<file path="config.mk">
export PLATFORM = sky130hd
export DESIGN_NAME = spi_cfg_master
export DESIGN_NICKNAME = d
export VERILOG_FILES = /design/src/rtl/spi_cfg_pkg.sv /design/src/rtl/spi_clk_div.sv /design/src/rtl/spi_cfg_master.sv
export SDC_FILE = /design/constraint.sdc
export NUM_CORES = 1
export LEC_CHECK = 0
export CORE_MARGIN = 3
export CORE_UTILIZATION = 42
export CTS_BUF_LIST = sky130_fd_sc_hd__clkbuf_4
export DETAILED_ROUTE_END_ITERATION = 16
export PLACE_DENSITY_LB_ADDON = 0.05
export SLEW_MARGIN = 20
export SYNTH_ARGS = -nofsm -noshare
export SYNTH_HDL_FRONTEND = slang
export SYNTH_SLANG_ARGS = --single-unit
</file>
<file path="constraint.sdc">
create_clock -name clk -period 2.4 [get_ports clk]
set_input_delay 0.48 -clock clk [delete_from_list [all_inputs] [get_ports clk]]
set_output_delay 0.48 -clock clk [all_outputs]
set_load 0.01 [all_outputs]
</file>
<file path="src/rtl/spi_cfg_pkg.sv">
// Shared types and constants for the SPI configuration master.
package spi_cfg_pkg;

  localparam int SPI_REG_BITS = 8;

  typedef enum logic [2:0] {
    ST_IDLE  = 3'd0,
    ST_SETUP = 3'd1,
    ST_SHIFT = 3'd2,
    ST_HOLD  = 3'd3,
    ST_LOAD  = 3'd4,
    ST_DONE  = 3'd5
  } spi_state_t;

endpackage

</file>
<file path="src/rtl/spi_clk_div.sv">
// Half-period timer for sclk: a reloading down-counter that emits a one-cycle
// half_tick_o every CLK_DIV enabled cycles. clr_i restarts the period so the
// first tick lands exactly CLK_DIV cycles after the frame starts.
module spi_clk_div #(
  parameter int CLK_DIV = 4
) (
  input  logic clk,
  input  logic rst,
  input  logic en_i,
  input  logic clr_i,
  output logic half_tick_o
);

  localparam int CW = (CLK_DIV > 1) ? $clog2(CLK_DIV + 1) : 1;
  localparam logic [CW-1:0] RELOAD = CW'(CLK_DIV - 1);

  logic [CW-1:0] cnt_q;

  assign half_tick_o = en_i && (cnt_q == '0);

  // Count down while enabled; terminal count reloads and produces the tick.
  always_ff @(posedge clk) begin
    if (rst) begin
      cnt_q <= '0;
    end else if (clr_i) begin
      cnt_q <= RELOAD;
    end else if (en_i) begin
      if (cnt_q == '0) begin
        cnt_q <= RELOAD;
      end else begin
        cnt_q <= cnt_q - CW'(1);
      end
    end
  end

endmodule

</file>
<file path="src/rtl/spi_cfg_master.sv">
// SPI master that writes a daisy chain of 8-bit configuration shift registers
// and returns the bits shifted out of the chain tail.
//
// state | meaning
// ------+---------------------------------------------------------------
// IDLE  | cs_b high, waiting for start
// SETUP | cs_b low, MSB on sdi, one half-period before first rising sclk
// SHIFT | sclk toggles each half-period; sample sdo on rise, advance sdi on fall
// HOLD  | sclk low, cs_b still low for one half-period after last fall
// LOAD  | cs_b high for one half-period (slave parallel load)
// DONE  | one-cycle done pulse, busy low; start accepted here too
module spi_cfg_master
  import spi_cfg_pkg::*;
#(
  parameter int N_REGS  = 1,
  parameter int CLK_DIV = 4
) (
  input  logic                             clk,
  input  logic                             rst,
  input  logic                             start,
  input  logic [SPI_REG_BITS*N_REGS-1:0]   wdata,
  output logic                             busy,
  output logic                             done,
  output logic [SPI_REG_BITS*N_REGS-1:0]   rdata,
  output logic                             sclk,
  output logic                             sdi,
  output logic                             cs_b,
  input  logic                             sdo
);

  localparam int B   = SPI_REG_BITS * N_REGS;
  localparam int BCW = $clog2(B + 1);

  spi_state_t      state_q;
  logic [B-1:0]    tx_q;
  logic [B-1:0]    rx_q;
  logic [B-1:0]    rdata_q;
  logic [BCW-1:0]  bits_left_q;
  logic            sclk_q;
  logic            sdi_q;
  logic            cs_b_q;
  logic            busy_q;
  logic            done_q;

  logic            half_tick;
  logic            idle_like;
  logic            accept;

  // DONE behaves like IDLE for accepting a new frame, which gives back-to-back
  // frames a cs_b high time of one half-period plus the DONE cycle.
  assign idle_like = (state_q == ST_IDLE) || (state_q == ST_DONE);
  assign accept    = start && idle_like;

  spi_clk_div #(
    .CLK_DIV(CLK_DIV)
  ) u_clk_div (
    .clk        (clk),
    .rst        (rst),
    .en_i       (!idle_like),
    .clr_i      (accept),
    .half_tick_o(half_tick)
  );

  // Frame sequencer: all serial and handshake outputs are registered here.
  always_ff @(posedge clk) begin
    if (rst) begin
      state_q     <= ST_IDLE;
      tx_q        <= '0;
      rx_q        <= '0;
      rdata_q     <= '0;
      bits_left_q <= '0;
      sclk_q      <= 1'b0;
      sdi_q       <= 1'b0;
      cs_b_q      <= 1'b1;
      busy_q      <= 1'b0;
      done_q      <= 1'b0;
    end else begin
      done_q <= 1'b0;
      unique case (state_q)
        ST_IDLE, ST_DONE: begin
          if (accept) begin
            state_q     <= ST_SETUP;
            tx_q        <= wdata;
            sdi_q       <= wdata[B-1];
            rx_q        <= '0;
            bits_left_q <= BCW'(B);
            cs_b_q      <= 1'b0;
            busy_q      <= 1'b1;
          end else begin
            state_q <= ST_IDLE;
          end
        end
        ST_SETUP: begin
          // First rising edge; sdo is taken before the chain shifts on it.
          if (half_tick) begin
            state_q     <= ST_SHIFT;
            sclk_q      <= 1'b1;
            rx_q        <= {rx_q[B-2:0], sdo};
            bits_left_q <= bits_left_q - BCW'(1);
          end
        end
        ST_SHIFT: begin
          if (half_tick) begin
            if (sclk_q) begin
              sclk_q <= 1'b0;
              if (bits_left_q == '0) begin
                state_q <= ST_HOLD;
                sdi_q   <= 1'b0;
              end else begin
                tx_q  <= {tx_q[B-2:0], 1'b0};
                sdi_q <= tx_q[B-2];
              end
            end else begin
              sclk_q      <= 1'b1;
              rx_q        <= {rx_q[B-2:0], sdo};
              bits_left_q <= bits_left_q - BCW'(1);
            end
          end
        end
        ST_HOLD: begin
          if (half_tick) begin
            state_q <= ST_LOAD;
            cs_b_q  <= 1'b1;
          end
        end
        ST_LOAD: begin
          if (half_tick) begin
            state_q <= ST_DONE;
            done_q  <= 1'b1;
            busy_q  <= 1'b0;
            rdata_q <= rx_q;
          end
        end
        default: begin
          state_q <= ST_IDLE;
        end
      endcase
    end
  end

  assign busy  = busy_q;
  assign done  = done_q;
  assign rdata = rdata_q;
  assign sclk  = sclk_q;
  assign sdi   = sdi_q;
  assign cs_b  = cs_b_q;

endmodule

</file>
### Yosys cells after proc, flatten, opt, wreduce, memory -nomap -nowiden

Index checks and enable logic that the tools add are counted.

* bits of input ports: 12
* output and inout port bits: 13
* register bits after elaboration: 38

* eq/ne operators: 15
* mux-type cells: 41
* bitwise logic cells: 1
* add/sub/neg operators: 2
* reductions and logical operators: 23

Operator list (number)
* $mux 8: 4
* $mux 7: 4
* $pmux 8 s3: 1
* $mux 3: 7
* $ne 2x2->1 const B: 9
* $mux 4: 4
* $pmux 3 s5: 1
* $pmux 7 s2: 1
* $mux 1: 12
* $pmux 4 s3: 1
* $reduce_and 5->1: 2
* $reduce_and 3->1: 3
* $pmux 1 s2: 4
* $reduce_bool 2->1: 4
* $eq 3x2->1 const B: 2
* $eq 3x3->1 const B: 2
* $logic_not 3->1: 2
* $reduce_and 6->1: 1
* $reduce_or 2->1: 3
* $logic_not 4->1: 1
* $mux 2: 2
* $reduce_and 4->1: 1
* $sub 4x1->4 const B: 1
* $eq 3x1->1 const B: 1
* other kinds (8): 9

### Longest topological paths before layout

Gate-level depths: netlist of run 1.

* depth in word-level cells: 6
* depth in mapped cells: 9
* depth with buffers taken out: 7

### Cells and area by module

From an unflattened synthesis of run 1, not the netlist that was laid out.

* cells, all modules: 214
* area, all modules: 1841.8 sq um

By module, submodules not included
* spi_cfg_master: area each 1669.1 sq um, cells each 195, seq. area each 700.7 sq um, times used 1
* spi_clk_div: area each 172.7 sq um, cells each 19, seq. area each 60.1 sq um, times used 1

### Worst setup path after synthesis of run 1

Ideal clock, no wire load.

* kind: register -> register
* start: register u_clk_div.cnt_q[0]
* end: register bits_left_q[1]
* path slack: 0.195 ns
* data required time: 2.277 ns
* arrival: 2.082 ns
* path buffers: 1
* period minus slack after synthesis: 2.205 ns
* stages on the path, launching flop included: 9
* path through: dfxtp_1 inv_1 ha_1 ha_1 clkbuf_1 mux2_4 a32o_2 nor2_4 mux2_1

* cells in the longest elaborated chain, start to end: 4
* elaborated cells on any way between the ends: 5

RTL lines
* start: declaration: RTL line spi_clk_div.sv:17 `logic [CW-1:0] cnt_q;`
* start signal: assignment: RTL line spi_clk_div.sv:31 `cnt_q <= cnt_q - CW'(1);`
* $logic_not 3->1 *: RTL line spi_clk_div.sv:19 `assign half_tick_o = en_i && (cnt_q == '0);`
* $logic_and 1x1->1 *: RTL line spi_clk_div.sv:19
* $ne 2x2->1 (no source line)
* $reduce_and 5->1 (no source line) *
* end signal: assignment: RTL line spi_cfg_master.sv:86 `bits_left_q <= BCW'(B);`
* end signal: assignment: RTL line spi_cfg_master.sv:99 `bits_left_q <= bits_left_q - BCW'(1);`
* end signal: assignment: RTL line spi_cfg_master.sv:116 `bits_left_q <= bits_left_q - BCW'(1);`
* end: declaration: RTL line spi_cfg_master.sv:38 `logic [BCW-1:0] bits_left_q;`

Mark *: on every way between the ends. The rest lies on a longest branch, timed or not.
A chain may end at the register's enable or synchronous reset.

### Final worst setup path of run 1

* start: register u_clk_div.cnt_q[0]
* end: register state_q[1]

* cells in the longest elaborated chain, start to end: 4
* elaborated cells on any way between the ends: 7

RTL lines
* $logic_not 3->1 *: RTL line spi_clk_div.sv:19
* $logic_and 1x1->1 *: RTL line spi_clk_div.sv:19
* $ne 2x2->1 (no source line)
* $reduce_and 6->1 (no source line) *
* end signal: assignment: RTL line spi_cfg_master.sv:67 `state_q <= ST_IDLE;`
* end signal: assignment: RTL line spi_cfg_master.sv:82 `state_q <= ST_SETUP;`
* end signal: assignment: RTL line spi_cfg_master.sv:90 `state_q <= ST_IDLE;`
* end: declaration: RTL line spi_cfg_master.sv:34 `spi_state_t state_q;`

Marked as above.

==> results of run 1 <==
routing by layer:
layer | share of wire, % | wire length (um) | global-route usage, % | vias to the layer above
met2 | 48 | 1954 | 25.98 | 26
li1 | - | - | - | 813
met3 | 3.0 | 122 | 4.324 | 7
met5 | 0 | 0 | 0 | -
met1 | 47 | 1941 | 20.88 | 752
met4 | 1.7 | 71 | 7.445 | 0
placed cells by master, fill, tap and decap left out, types with 2 or more instances in the layout:
| cell | Yosys | layout |
|---|---|---|
| dfxtp_1 | 38 | 38 |
| clkdlybuf4s50_1 | 0 | 24 |
| nand2_1 | 21 | 21 |
| mux2i_1 | 14 | 14 |
| nor2_1 | 13 | 13 |
| buf_4 | 1 | 13 |
| inv_1 | 12 | 12 |
| a21oi_1 | 9 | 9 |
| a22o_1 | 8 | 8 |
| o21ai_0 | 7 | 7 |
| nor3_1 | 6 | 6 |
| ha_1 | 5 | 5 |
| clkbuf_4 | 0 | 5 |
| nor3b_1 | 4 | 4 |
| nand3_1 | 4 | 4 |
| nor2b_1 | 3 | 3 |
| a21oi_2 | 3 | 3 |
| a311oi_2 | 3 | 3 |
| a311oi_1 | 3 | 3 |
| nand2b_1 | 2 | 2 |
| mux2_1 | 2 | 2 |
| o41ai_1 | 2 | 2 |
| a211oi_1 | 2 | 2 |
| o2bb2ai_1 | 2 | 2 |
| a221oi_1 | 2 | 2 |
| bufinv_16 | 0 | 2 |
flip-flops by register name, summed over array words and instances (netlist names), 3 cells and up:
signal / flops
tx_q: 7
u_clk_div.cnt_q: 3
rx_q: 8
rdata: 8
bits_left_q: 4
state_q: 3
synth_stat cells (4+ instances only):
| cell type | n |
|---|---|
| dfxtp_1 | 38 |
| nand2_1 | 21 |
| mux2i_1 | 14 |
| nor2_1 | 13 |
| inv_1 | 12 |
| a21oi_1 | 9 |
| a22o_1 | 8 |
| o21ai_0 | 7 |
| nor3_1 | 6 |
| ha_1 | 5 |
| buf_2 | 4 |
| clkbuf_1 | 4 |
| nand3_1 | 4 |
| nor3b_1 | 4 |
layout make-up:
| class | count | area [um^2] |
|---|---|---|
| Inverter | 12 | 45.04 |
| Tap cell | 52 | 65.06 |
| Clock buffer | 5 | 37.54 |
| Fill cell | 409 | 2062 |
| Clock inverter | 3 | 68.82 |
| Sequential cell | 38 | 760.7 |
| Multi-Input combinational cell | 143 | 1037 |
| Timing Repair Buffer | 37 | 337.8 |
final timing paths:
check | to | slack (ns) | cells after the start
hold / removal | rdata[6] | 0.48 | 1
hold reg to reg | rdata[6] | 0.48 | 1
setup reg to reg | state_q[1] | 0.21 | 7
setup / recovery | state_q[1] | 0.21 | 7
where the power goes:
| part | internal [mW] | switching, mW | leakage (nW) | total (mW) |
|---|---|---|---|---|
| registers | 0.767 | 0.115 | 0.310 | 0.882 |
| logic | 0.466 | 0.535 | 0.571 | 1.00 |
| clock network | 0.326 | 0.229 | 0.0554 | 0.555 |
cells by family (layout without fill, tap and decap cells):
group                      after synthesis  in the layout  share of synthesized area [%]
buffers and inverters                   26             57                          7.230
adders and majority gates                5              5                          3.228
muxes                                   18             18                          9.748
AOI/OAI and AO/OA                       56             56                          23.31
DFF                                     38             38                          39.25
xor gates and xnor gates                 2              2                         0.9040
and+or+nand+nor                         62             62                          16.33
critical path, stage by stage (launching register included):
cell	delay, ns
dfxtp_1	0.37
inv_1	0.05
ha_1	0.21
ha_1	0.30
or3b_2	0.47
o31ai_1	0.08
a211o_1	0.24
mux2_2	0.35
metrics by stage:
step                instance area (um^2)  setup slack (ns)  util, %  hold slack (ns)  total power, mW
floorplan                           1938            0.1946        -           0.4269            1.641
global placement                    2246            0.2692    50.88           0.4456            1.863
detailed placement                  2246            0.2178    50.88           0.4493            1.898
CTS                                 2352            0.2052    53.29           0.4813            2.460
global route                        2352           0.09465    53.29           0.5026            2.606
finish                              2352            0.2122    53.29           0.4764            2.439
==> flow_summary.ini, run 1 <==
[run_status]
outcome = finished clean

[power]
power_leakage_nw = 0.9367
power_density_mw_per_mm2 = 1037
max-vdd-ir-drop_mv = 0.4623

[clocking]
clk_pin_slew_ns = 0.12
cts_root_buffer = clkbuf_4
cts_tree = built
post_cts_resized = 0
post-cts-setup-buffers = 0
cts-buffers-inserted = 5
clock_latency_ns = 0.36
hold_buffers = 0
cts.path.max_buffers = 2
clock_sinks = 38
h-tree-depth = 2

[sta]
skew_ns = 0.01143
fmax_mhz = 457.1
tightestPinTransition_ns = 0.8480
rsz0062_at_grt = false
fin_tns_setup_ns = 0
slew_headroom_pct = 43.20
maxSlewViolCount = 0
hold_violations = 0
fin_crit_ns = 2.188
setup_viol = 0
post-route-period-util_pct = 91.16

[placed_design]
io_buffers = 24
dp_cells = 282
gp_congestion = 0.8163
hpwl_um = 3018

[worst_setup_path]
cp-end-kind = register
worstReg2RegStart = u_clk_div.cnt_q[0]
worst-setup-path-type = register to register
crit_start = u_clk_div.cnt_q[0]
critPathMaxFanout = 10
cp.required_ns = 2.65
cp.arrival_ns = 2.44
start_kind = register

[routing]
drc = 0
wl_per_cell_um = 14.10
via_count = 1598
via_per_inst = 5.510
first_pass_iters = 4
wirelength_um = 4089
drt_iter0_drc = 90
ant_nets = 0

[floorplanning]
pin_count = 25
die_area_mm2 = 0.005466
die_w_um = 73.93
start_util_pct = 43.91
row_count = 24
core_mm2 = 0.004414
die_h_um = 73.93

[synth]
async_flop_share_pct = 0
synth_cells = 207
syn_nets = 224
ys_warn_count = 0
synthDominantCellAreaShare_pct = 39.25
avgSynthCellArea_um2 = 9.363
ys_seq_area_share_pct = 39.25
ys_types = 56
synth_seq_cells = 38
synthTopCellsByArea = dfxtp_1 (39%), mux2i_1 (7.2%), nand2_1 (4.1%)
synth_edf_count = 0
synth_area_mm2 = 0.001938
ys.flop_type = dfxtp_1
yosysTopAreaCell = dfxtp_1

[flow_run]
maxCapViolCount = 0

[layout]
layoutNonFillerInstCount = 290
antenna_cells = 0
area_growth_pct = 21.37
drive_gt1_share_pct = 15.55
nNetsFinal = 254

[global_route]
grt_first_pass_wirelength_um = 6893
grt_pass1_vias = 1549
grt_antenna_before_repair = 0
grt.overflow.total = 0
grt_max_degree = 16
grt_usage_pct = 16.39

[hold_path]
hp-class = register to register
hold_start = rx_q[6]
(Power assumes the default switching activity.)
==> run 2: changes to the inputs <==
--- a/config.mk
+++ b/config.mk
@@ -6,7 +6,7 @@
 export NUM_CORES = 1
 export LEC_CHECK = 0
 export CORE_MARGIN = 3
-export CORE_UTILIZATION = 42
+export CORE_UTILIZATION = 55
 export CTS_BUF_LIST = sky130_fd_sc_hd__clkbuf_4
 export DETAILED_ROUTE_END_ITERATION = 16
 export PLACE_DENSITY_LB_ADDON = 0.05
==> flow_summary.ini, run 2 (synthesized netlist as in run 1, its figures left out) <==
[global_route]
grt_first_pass_wirelength_um = 7320
grt.overflow.total = 0
grt_pass1_vias = 1585
grt_max_degree = 14
grt_antenna_before_repair = 0
grt_usage_pct = 22.00

[worst_setup_path]
r2r_slack_ns = 0.14
cp.arrival_ns = 2.54
start_kind = register
worst-setup-path-type = register to register
slowest_stage = dfxtp_1
r2r_end = rx_q[0]
cp-end-kind = register
worstPathCellList = inv_1, ha_1, ha_1, mux2_4, a32o_2, nor2_4, buf_4, mux2i_1
critPathBufInv = 2
reg2regPathDepth = 8
path_common_cell = ha_1
worstReg2RegStart = u_clk_div.cnt_q[0]
crit_family = multiplexers
critPathMaxFanout = 10
cp.required_ns = 2.68
max_stage_delay_ns = 0.38

[clocking]
post-cts-setup-buffers = 0
hold_buffers = 0
post_cts_resized = 0
clock_latency_ns = 0.35
cts_tree = built
clk_pin_slew_ns = 0.12
h-tree-depth = 2
cts-buffers-inserted = 5
cts.path.max_buffers = 2
clock_sinks = 38
cts_root_buffer = clkbuf_4

[routing]
wirelength_met1_um = 1924
dr.max_layer_used = met4
first_pass_iters = 4
via_count = 1668
routed-wl-met3_um = 183
wl_per_cell_um = 15.21
wl_met2_um = 2088
ant_nets = 0
drc = 0
drt_iter0_drc = 116
via_per_inst = 5.957
wirelength_um = 4259

[floorplanning]
core_mm2 = 0.003203
start_util_pct = 60.51
die_area_mm2 = 0.004272
die_w_um = 65.36
row_count = 20
die_h_um = 65.36
pin_count = 25

[sta]
fin_crit_ns = 2.263
rsz0062_at_grt = false
tightestPinTransition_ns = 0.8594
maxSlewViolCount = 0
post-route-period-util_pct = 94.27
skew_ns = 0.008444
slew_headroom_pct = 42.44
hold_violations = 0
setup_viol = 0
whs_ns = 0.4807
fmax_mhz = 442.0
fin_tns_setup_ns = 0

[hold_path]
whs_path_depth = 2
hold_start = bits_left_q[3]
hp-class = register to register
hold_end = bits_left_q[3]

[layout]
nNetsFinal = 252
area_growth_pct = 20.08
antenna_cells = 0
layout_commonest_cell = dfxtp_1
fillers = 261
fin_area_mm2 = 0.002327
layout_common_cells = dfxtp_1 (38), clkdlybuf4s50_1 (24), nand2_1 (21), mux2i_1 (14), nor2_1 (13)
drive_gt1_share_pct = 14.83
layoutNonFillerInstCount = 280

[placed_design]
gp_congestion = 0.8524
io_buffers = 24
hpwl_um = 3053
placed_area_mm2 = 0.002221
dp_cells = 272

[power]
power_density_mw_per_mm2 = 1042
power_mw = 2.425
max-vdd-ir-drop_mv = 0.5881
power_leakage_nw = 0.9272

[flow_run]
maxCapViolCount = 0

[run_status]
outcome = finished clean
==> run 2: cell count changes in the layout (fill, tap and decap cells not counted) <==
cell,change
buf_4,-2
==> run 2: how the worst max path moves through the flow <==
| stage | from | endpoint | slack, ns | cells past startpoint |
|---|---|---|---|---|
| after floorplan | u_clk_div.cnt_q[0] | bits_left_q[1] | 0.19 | 8 |
| after global placement | start | bits_left_q[1] | 0.18 | 5 |
| after detailed placement | start | rx_q[0] | 0.12 | 6 |
| after CTS | u_clk_div.cnt_q[0] | rx_q[0] | 0.15 | 8 |
| after global routing | u_clk_div.cnt_q[0] | rx_q[5] | 0.05 | 8 |
| final | u_clk_div.cnt_q[0] | rx_q[0] | 0.14 | 8 |
==> run 2: routing by layer <==
metal / vias up / GRT usage (%)
met5: - / 0
met4: 0 / 7.513
met3: 9 / 5.470
met2: 45 / 35.65
met1: 805 / 28.43
li1: 809 / -
==> run 2: worst register-to-register path: stages (launching register included) <==
cell	delay, ns
dfxtp_1	0.38
inv_1	0.06
ha_1	0.21
ha_1	0.32
mux2_4	0.33
a32o_2	0.32
nor2_4	0.17
buf_4	0.19
mux2i_1	0.21
==> run 2: area by class of cell <==
| cell class | instances | area, um^2 | share of cell area (%) |
|---|---|---|---|
| clock buffer | 5 | 37.54 | 1.613 |
| sequential | 38 | 760.7 | 32.69 |
| inverter | 12 | 45.04 | 1.935 |
| multi-input combinational | 143 | 1037 | 44.57 |
| tap | 44 | 55.05 | 2.366 |
| timing repair buffer | 35 | 322.8 | 13.87 |
| clock inverter | 3 | 68.82 | 2.957 |
==> run 2: stage by stage <==
step | setup slack [ns] | util (%)
floorplan | 0.1946 | -
global placement | 0.1846 | 69.34
detailed placement | 0.1165 | 69.34
CTS | 0.1520 | 72.66
global route | 0.05025 | 72.66
finish | 0.1375 | 72.66
==> run 2: report_power, final <==
part | internal (mW) | switching [mW]
combinational | 0.446 | 0.543
sequential | 0.767 | 0.118
clock | 0.326 | 0.225
